`src/rtl/systolic_tile_ctrl.sv`:
```
// systolic_tile_ctrl: tile sequencer for a SIZE x SIZE systolic array.
// Accepts KLEN beats of weight/input rows, feeds them to the array with
// per-lane diagonal skew, waits for the pipeline to drain, then captures
// and presents the column results over a valid/ready port.
// Optional build macro: SYSTOLIC_TILE_PERF_EN adds perf_stall/perf_cycles.
module systolic_tile_ctrl #(
  parameter int SIZE      = 4,
  parameter int KLEN      = 4,
  parameter int DRAIN_CYC = 12,
  parameter int BUSW      = SIZE + 16
) (
  input  logic                 clk,
  input  logic                 rst,
  input  logic                 start,
  output logic                 busy,
  input  logic                 in_valid,
  output logic                 in_ready,
  input  logic [8*SIZE-1:0]    in_weight,
  input  logic [8*SIZE-1:0]    in_data,
  output logic [8*SIZE-1:0]    arr_weight,
  output logic [8*SIZE-1:0]    arr_in,
  input  logic [SIZE*BUSW-1:0] arr_result,
  output logic                 res_valid,
  input  logic                 res_ready,
  output logic [SIZE*BUSW-1:0] res_data,
  output logic                 done
`ifdef SYSTOLIC_TILE_PERF_EN
  ,
  output logic [15:0]          perf_stall,
  output logic [15:0]          perf_cycles
`endif
);

  localparam int CMAX1 = (KLEN > SIZE) ? KLEN : SIZE;
  localparam int CMAX  = (CMAX1 > DRAIN_CYC) ? CMAX1 : DRAIN_CYC;
  localparam int CW    = $clog2(CMAX + 1);

  localparam logic [CW-1:0] BEAT_LAST  = CW'(KLEN - 1);
  localparam logic [CW-1:0] FLUSH_LAST = CW'(SIZE - 1);
  localparam logic [CW-1:0] DRAIN_LAST = CW'(DRAIN_CYC - 1);

  localparam logic [2:0] S_IDLE  = 3'd0;
  localparam logic [2:0] S_LOAD  = 3'd1;
  localparam logic [2:0] S_FLUSH = 3'd2;
  localparam logic [2:0] S_DRAIN = 3'd3;
  localparam logic [2:0] S_HOLD  = 3'd4;

  logic [2:0]    state, state_next;
  // One counter serves as beat, flush and drain count; each phase restarts it.
  logic [CW-1:0] cnt, cnt_next;
  logic          capture;
  logic          accept;

  assign accept = in_valid & in_ready;

  // Next-state and phase-counter logic.
  always_comb begin
    state_next = state;
    cnt_next   = cnt;
    capture    = 1'b0;
    case (state)
      S_IDLE: begin
        if (start) begin
          state_next = S_LOAD;
          cnt_next   = '0;
        end
      end
      S_LOAD: begin
        if (accept) begin
          if (cnt == BEAT_LAST) begin
            state_next = S_FLUSH;
            cnt_next   = '0;
          end else begin
            cnt_next = cnt + CW'(1);
          end
        end
      end
      S_FLUSH: begin
        if (cnt == FLUSH_LAST) begin
          state_next = S_DRAIN;
          cnt_next   = '0;
        end else begin
          cnt_next = cnt + CW'(1);
        end
      end
      S_DRAIN: begin
        if (cnt == DRAIN_LAST) begin
          state_next = S_HOLD;
          capture    = 1'b1;
        end else begin
          cnt_next = cnt + CW'(1);
        end
      end
      S_HOLD: begin
        if (res_ready) state_next = S_IDLE;
      end
      default: state_next = S_IDLE;
    endcase
  end

  // State, registered status outputs and result capture.
  always_ff @(posedge clk or posedge rst) begin
    if (rst) begin
      state     <= S_IDLE;
      cnt       <= '0;
      in_ready  <= 1'b0;
      busy      <= 1'b0;
      res_valid <= 1'b0;
      done      <= 1'b0;
      res_data  <= '0;
    end else begin
      state     <= state_next;
      cnt       <= cnt_next;
      in_ready  <= (state_next == S_LOAD);
      busy      <= (state_next != S_IDLE);
      res_valid <= (state_next == S_HOLD);
      done      <= (state == S_HOLD) && res_ready;
      if (capture) res_data <= arr_result;
    end
  end

  // Per-lane skew: lane gi has gi delay stages plus the output stage, so an
  // accepted byte reaches the array bus 1+gi cycles later. Zeros fill gaps.
  for (genvar gi = 0; gi < SIZE; gi++) begin : g_lane
    localparam int D = 8 * (gi + 1);
    logic [D-1:0] w_sr, d_sr;
    logic [7:0]   w_new, d_new;

    assign w_new = accept ? in_weight[8*gi +: 8] : 8'h00;
    assign d_new = accept ? in_data[8*gi +: 8]   : 8'h00;

    if (gi == 0) begin : g_first
      // Lane 0 has only the output stage.
      always_ff @(posedge clk or posedge rst) begin
        if (rst) begin
          w_sr <= '0;
          d_sr <= '0;
        end else begin
          w_sr <= w_new;
          d_sr <= d_new;
        end
      end
    end else begin : g_rest
      // Shift the lane chain toward the output stage at the top byte.
      always_ff @(posedge clk or posedge rst) begin
        if (rst) begin
          w_sr <= '0;
          d_sr <= '0;
        end else begin
          w_sr <= {w_sr[D-9:0], w_new};
          d_sr <= {d_sr[D-9:0], d_new};
        end
      end
    end

    assign arr_weight[8*gi +: 8] = w_sr[D-1 -: 8];
    assign arr_in[8*gi +: 8]     = d_sr[D-1 -: 8];
  end

`ifdef SYSTOLIC_TILE_PERF_EN
  logic stall_cyc;
  assign stall_cyc = ((state == S_LOAD) && !in_valid) ||
                     ((state == S_HOLD) && !res_ready);

  // Saturating performance counters, cleared when a tile is started.
  always_ff @(posedge clk or posedge rst) begin
    if (rst) begin
      perf_stall  <= '0;
      perf_cycles <= '0;
    end else if ((state == S_IDLE) && start) begin
      perf_stall  <= '0;
      perf_cycles <= '0;
    end else if (state != S_IDLE) begin
      if (perf_cycles != 16'hFFFF) perf_cycles <= perf_cycles + 16'd1;
      if (stall_cyc && (perf_stall != 16'hFFFF)) perf_stall <= perf_stall + 16'd1;
    end
  end
`endif

endmodule

```
`config.mk`:
```
export PLATFORM = sky130hd
export DESIGN_NAME = systolic_tile_ctrl
export DESIGN_NICKNAME = d
export VERILOG_FILES = /design/src/rtl/systolic_tile_ctrl.sv
export SDC_FILE = /design/constraint.sdc
export NUM_CORES = 1
export LEC_CHECK = 0
export CAP_MARGIN = 25
export CORE_MARGIN = 5
export CORE_UTILIZATION = 45
export CTS_CLUSTER_SIZE = 40
export DETAILED_ROUTE_END_ITERATION = 10
export PLACE_DENSITY = 0.8
export SYNTH_ARGS = -nofsm -noshare
export SYNTH_HDL_FRONTEND = slang
export SYNTH_SLANG_ARGS = --single-unit
export TNS_END_PERCENT = 10
```
`constraint.sdc`:
```
create_clock -name clk -period 12 [get_ports clk]
set_clock_uncertainty 0.05 [all_clocks]
set_input_delay 3.6 -clock clk [delete_from_list [all_inputs] [get_ports clk]]
set_output_delay 3.6 -clock clk [all_outputs]
set_load 0.1 [all_outputs]
```
==> results.ini <==
[sta]
max_freq_ghz = 0.157
slew_headroom_pct = 29.9
fin_crit_sh_pct = 53.1
final.setup.tns_ps = 0
rsz0062_at_grt = no
tightestPinTransition_ps = 1050
setup_viol = 0
hold_violations = 0
period_needed_ps = 6370
report.final.slew_viol_count = 0
postLayoutSetupSlackWorst_ps = 5630

[yosys]
synth_async_sr_flop_share_pct = 100
synth_top_area_cell = dfrtp_1
syn_area_per_cell_um2 = 16.4
synth_top_flop_cell = dfrtp_1
synth_seq_cells = 251
seq_area_frac_synth_pct = 74.6
synth.distinct_cells = 31
synth_area_um2 = 8420
synth-warning-count = 0
synth-edff-count = 0
synth_top_area_share_pct = 74.6
syn_nets = 664
ys_top_cells_by_count = dfrtp_1 (251), mux2_2 (81), and3_1 (65)
synth_most_common_cell = dfrtp_1
synthTopCellsByArea = dfrtp_1 (75%), mux2_2 (11%), and3_1 (4.8%)
syn-instance-count = 514

[min_path]
holdCritStartpoint = g_lane[3].d_sr[6]$_DFF_PP0_
hold_class = flop to flop
holdPathStages = 0
holdPathEnd = g_lane[3].d_sr[14]$_DFF_PP0_

[routing]
routedWlPerCell_um = 17.7
final_antenna_net_count = 0
drt-total-wl_um = 18000
dr.pass1.iters = 4
post-route-drc-count = 0
drt-initial-drc-count = 152
dr_total_vias = 4870
vias_per_cell = 4.78

[clock_network]
clk_latency_ps = 500
clk_path_buf_depth = 3
clockRootBuffer = clkbuf_16
clkSinkCount = 251
htreeDepth = 1
holdBufCountCts = 0
cts_setup_buffers = 0
clk_pin_slew_worst_paths_ps = 60
post_cts_resized = 0
cts_buffers = 25
cts_tree = done

[placed_design]
dp_hpwl_um = 12500
routabilityCongestion = 0.738
dp_worst_setup_slack_ps = 5860
placed_area_um2 = 11200
dp_cells = 970
portBuffers = 296

[setup_path]
critPathTopFamily = buffers and inverters
crit_path_start_kind = flop
cp_data_required_time_ps = 8350
worst-path-max-fanout = 67
crit_path_end_kind = output port
cp_cell_sequence = clkdlybuf4s50_1
critPathBufInv = 1
r2r_end = res_data[53]$_DFFE_PP0P_
reg2regPathDepth = 6
regToRegSetupSlack_ps = 9060
arrival_ps = 2720
critPathKind = flop to output port
r2r_start = cnt[0]$_DFFE_PP0P_
critical-path-slowest-cell = clkdlybuf4s50_1
critPathMaxStageDelay_ps = 1280

[die]
die_width_um = 147
die_h_um = 147
io_pins = 297
core_area_um2 = 18600
dieArea_um2 = 21600
start_util_pct = 45.3
rows = 50

[grt]
globalRouteOverflowTotal = 0
groute.usage.overall_pct = 16.4
antenna_found_initial = 1
grt_pass1_wl_um = 28700
grt_max_degree = 165
grt_pass1_vias = 5407

[layout]
finalNetCount = 915
syn_to_final_growth_pct = 43.8
final_cells = 1019
fillers = 1296
design_area_um2 = 12100
layout-drive-gt1-share_pct = 16.6

[power_and_ir_drop]
ir_drop_mv = 0.214
p_per_area_nw_per_um2 = 302
p_leak_nw = 5.66

[job]
cap_violations = 0

[outcome]
status = finished, final reports clean

-- worst max-delay path by stage --
stage	start	to	depth (start not counted)
3_3_place_gp	rst	g_lane[2].d_sr[18]$_DFF_PP0_	3
4_1_cts	in_ready$_DFF_PP0_	in_ready	1
6_report	in_ready$_DFF_PP0_	in_ready	1
2_1_floorplan	rst	busy$_DFF_PP0_	1
3_5_place_dp	rst	g_lane[2].d_sr[21]$_DFF_PP0_	3
5_1_grt	in_ready$_DFF_PP0_	in_ready	1
-- through the flow --
stage | utilization [%] | hold WS [ps] | power, mW
after global placement | 60.1 | 282 | 2.83
final | 65.2 | 292 | 3.66
after detailed placement | 60.1 | 285 | 2.87
after global routing | 65.2 | 301 | 3.80
after CTS | 64.9 | 293 | 3.70
after floorplan | - | 281 | 2.48
-- cells in the final DEF (no fill, tap or decap), drive strengths merged --
| cell type | synthesis | layout |
|---|---|---|
| nor4b | 1 | 1 |
| nor2 | 7 | 7 |
| nand4 | 1 | 1 |
| inv | 3 | 4 |
| nor4 | 1 | 1 |
| buf | 60 | 5 |
| o21ai | 3 | 3 |
| clkdlybuf4s50 | 0 | 295 |
| a221oi | 2 | 2 |
| nor2b | 1 | 1 |
| nand2 | 1 | 1 |
| ha | 1 | 1 |
| and3 | 65 | 65 |
| mux2i | 2 | 2 |
| nand3 | 5 | 5 |
| clkinvlp | 0 | 1 |
| o311ai | 1 | 1 |
| clkbuf | 16 | 38 |
| a311oi | 1 | 1 |
| clkinv | 0 | 2 |
| dfrtp | 251 | 251 |
| diode | 0 | 1 |
| a31oi | 1 | 1 |
| nand2b | 1 | 1 |
| nand3b | 1 | 1 |
| and2 | 1 | 1 |
| mux2 | 81 | 81 |
| o31ai | 2 | 2 |
| bufinv | 0 | 4 |
| nor3 | 1 | 1 |
| a2111o | 1 | 1 |
| o2bb2ai | 3 | 3 |
-- report_power, final --
part / switching, mW / leakage (nW) / internal, mW / total (mW)
clock network: 0.305 / 0.435 / 0.513 / 0.818
registers: 0.115 / 3.26 / 1.05 / 1.16
logic: 1.27 / 1.96 / 0.417 / 1.69
-- cell type report --
type                       instances  area (µm²)  share of cell area [%]
clock buffer                      38         744                    6.15
multi-input combinational        184        1600                    13.2
inverter                           3        18.8                   0.155
clock inverter                     8         146                    1.21
timing repair buffer             300        3030                    25.0
antenna                            1        2.50                  0.0207
tap                              234         293                    2.42
sequential                       251        6280                    51.9
-- layer usage --
layer | part of all wire (%) | global-route usage, % | vias to the layer above
met5 | 0 | 0 | -
met4 | 4.1 | 6.40 | 0
met3 | 8.8 | 5.34 | 47
met2 | 52 | 29.1 | 203
met1 | 35 | 18.2 | 2415
li1 | - | - | 2205
-- flip-flops by register name (all words and copies together) (netlist names) --
name and flops:
cnt 4, g_lane.w_sr 80, res_valid 1, g_lane.d_sr 80, res_data 80, in_ready 1, done 1, busy 1
state 3
-- logic make-up (layout without fill, tap and decap cells) --
| logic type | Yosys count | count (layout) | share of synthesized area [%] |
|---|---|---|---|
| DFF | 251 | 251 | 74.6 |
| and+or+nand+nor | 86 | 86 | 6.45 |
| muxes | 83 | 83 | 11.1 |
| buffers and inverters | 79 | 349 | 6.49 |
| AOI/OAI and AO/OA | 14 | 14 | 1.29 |
| adders and majority gates | 1 | 1 | 0.148 |
| other | 0 | 1 | 0 |
Note: power is estimated with default switching activity, not from simulation.
==> edit, RTL diff (config.mk and constraints unchanged) <==
`SIZE`: 4 -> 8.
--- a/src/rtl/systolic_tile_ctrl.sv
+++ b/src/rtl/systolic_tile_ctrl.sv
@@ -5,5 +5,5 @@
 // Optional build macro: SYSTOLIC_TILE_PERF_EN adds perf_stall/perf_cycles.
 module systolic_tile_ctrl #(
-  parameter int SIZE      = 4,
+  parameter int SIZE      = 8,
   parameter int KLEN      = 4,
   parameter int DRAIN_CYC = 12,
Interface: changed (6 resized); port bits go from 297 to 649. No check against the original RTL was run, so the function may have changed too.
==> edit against the unedited design <==
- first-iteration DRC count rose to 4.8 times the old value
- clock power rose to 3.0 times the old value
- sequential cell count increased by 528
- total power rose to 2.6 times the old value
- synthesized cell count grew to 2.6 times the old value
- synthesized area grew to 2.9 times the old value
- cell area increased to 2.8 times the old value
- routed wire length rose to 3.3 times the old value
- global-route usage rose by 3.5 points
- fmax up 8.6%
- worst setup slack gained 0.50 ns
- sequential share of layout area rose by 6.5 points
- count of clock-buffer cells in the layout up 66
- highest routed layer is now met5
==> edit: results (changes against the unedited design) <==
<table>
<tr><th>Metric</th><th>Value</th></tr>
<tr><th colspan="2">Outcome</th></tr>
<tr><td>Status</td><td>completed (unchanged)</td></tr>
<tr><th colspan="2">Clocking</th></tr>
<tr><td>Clock latency of the later-clocked register in the worst-skew pair</td><td>0.61 ns (was 0.50 ns)</td></tr>
<tr><td>Cts repair resizes</td><td>0 (unchanged)</td></tr>
<tr><th colspan="2">Placement</th></tr>
<tr><td>Pre-CTS WS</td><td>5.947 ns (was 5.864 ns)</td></tr>
<tr><td>Number of buffers inserted by port buffering</td><td>648 (was 296)</td></tr>
<tr><th colspan="2">Setup path</th></tr>
<tr><td>Largest stage delay on the critical path</td><td>1.25 ns (was 1.28 ns)</td></tr>
<tr><td>Maximum net fanout on the critical path</td><td>2 (was 67)</td></tr>
<tr><td>R2R Setup Slk</td><td>8.77 ns (was 9.06 ns)</td></tr>
<tr><td>Reg2Reg Capture Point</td><td>res_data[15]$_DFFE_PP0P_ (was res_data[53]$_DFFE_PP0P_)</td></tr>
<tr><td>Critical path data arrival time</td><td>2.22 ns (was 2.72 ns)</td></tr>
<tr><th colspan="2">Global routing</th></tr>
<tr><td>Largest net degree at the start of global routing</td><td>177 (was 165)</td></tr>
<tr><td>Total GRT Usage</td><td>19.82% (was 16.36%)</td></tr>
<tr><td>First-pass GRT wire length</td><td>88,930 um (was 28,700 um)</td></tr>
<tr><td>Initial antenna violation count</td><td>18 (was 1)</td></tr>
<tr><td>Vias in the first global route</td><td>14,200 (was 5,407)</td></tr>
<tr><th colspan="2">Logic synthesis</th></tr>
<tr><td>Main area contributors after synthesis</td><td>dfrtp_1 (80%), mux2_4 (5.5%), buf_4 (3.7%) (was dfrtp_1 (75%), mux2_2 (11%), and3_1 (4.8%))</td></tr>
<tr><td>Count of cell types in the netlist</td><td>37 (was 31)</td></tr>
<tr><td>Post-Syn Nets</td><td>1,637 (was 664)</td></tr>
<tr><td>Average cell area after synthesis</td><td>18.60 sq um (was 16.39 sq um)</td></tr>
<tr><th colspan="2">Finish</th></tr>
<tr><td>Final std cells w/o fill</td><td>2,655 (was 1,019)</td></tr>
<tr><td>Biggest regs</td><td>g_lane.d_sr: 288 flops, g_lane.w_sr: 288 flops, res_data: 192 flops (was g_lane.d_sr: 80 flops, g_lane.w_sr: 80 flops, res_data: 80 flops)</td></tr>
<tr><th colspan="2">Detailed routing</th></tr>
<tr><td>Wirelength, routed</td><td>58,920 um (was 18,020 um)</td></tr>
<tr><td>Drt first-iter violations</td><td>722 (was 152)</td></tr>
<tr><th colspan="2">STA</th></tr>
<tr><td>Max-Slew Margin vs Limit</td><td>25.02% (was 29.94%)</td></tr>
<tr><td>Fin Hold WS</td><td>0.2725 ns (was 0.2923 ns)</td></tr>
<tr><th colspan="2">Pwr</th></tr>
<tr><td>Reported leakage power</td><td>0.01621 uW (was 0.005657 uW)</td></tr>
</table>
[edit: cell count changes in the layout (fill, tap and decap cells not counted), sizes merged, moves of 12 or more]
cell           unedited run  this run
dfrtp                   251       779
clkdlybuf4s50           295       646
mux2                     81       193
clkbuf                   38       104
and3                     65       129
clkinv                    2        16
diode                     1        14
buf                       5        17
[edit: layout make-up]
class	count	area [sq um]
diodes	14	35.03
clock inverters	32	470.5
inverters	6	26.28
repair buffers	663	6724
flip-flops and latches	779	19500
fillers	3647	20300
well taps	696	870.8
multi-input cells	361	3598
clock buffers	104	2188
[edit: cell families after synthesis]
group | count (synthesis) | synth area share [%]
adder cells (fa/ha/maj) | 1 | 0.05131
AO/OA/AOI/OAI | 16 | 0.5029
AND/OR/NAND/NOR | 151 | 3.869
buffers and inverters | 171 | 5.331
flip-flops | 779 | 79.95
multiplexers | 193 | 10.30
[edit: metal layers]
metal / GRT usage [%] / up-vias / part of all wire, %
met5: 0 / - / 0.11
met4: 9.362 / 12 / 4.4
met3: 6.898 / 145 / 7.9
met2: 33.50 / 459 / 51
met1: 22.78 / 6371 / 37
li1: - / 5406 / -
[edit: how the worst max path moves through the flow]
| stage | startpoint | endpoint | slack, ns |
|---|---|---|---|
| 6_report | res_data[82]$_DFFE_PP0P_ | res_data[82] | 6.13 |
| 5_1_grt | res_data[82]$_DFFE_PP0P_ | res_data[82] | 6.07 |
| 4_1_cts | res_data[82]$_DFFE_PP0P_ | res_data[82] | 6.10 |
| 3_5_place_dp | rst | g_lane[0].w_sr[6]$_DFF_PP0_ | 5.95 |
| 3_3_place_gp | rst | res_data[127]$_DFFE_PP0P_ | 6.03 |
| 2_1_floorplan | rst | busy$_DFF_PP0_ | -2.34 |
[edit: power breakdown]
| group | switching, uW | total, uW | internal (uW) |
|---|---|---|---|
| clock | 1000 | 2490 | 1480 |
| sequential | 246 | 3400 | 3160 |
| combinational | 2650 | 3530 | 879 |
[edit: stage by stage]
stage | setup TNS, ns | power (uW) | instance area [sq um]
global route | 0 | 9748 | 33400
global placement | 0 | 6882 | 30610
floorplan | -1820.52 | 6106 | 24390
detailed placement | 0 | 6962 | 30630
finish | 0 | 9420 | 33410
CTS | 0 | 9500 | 33290
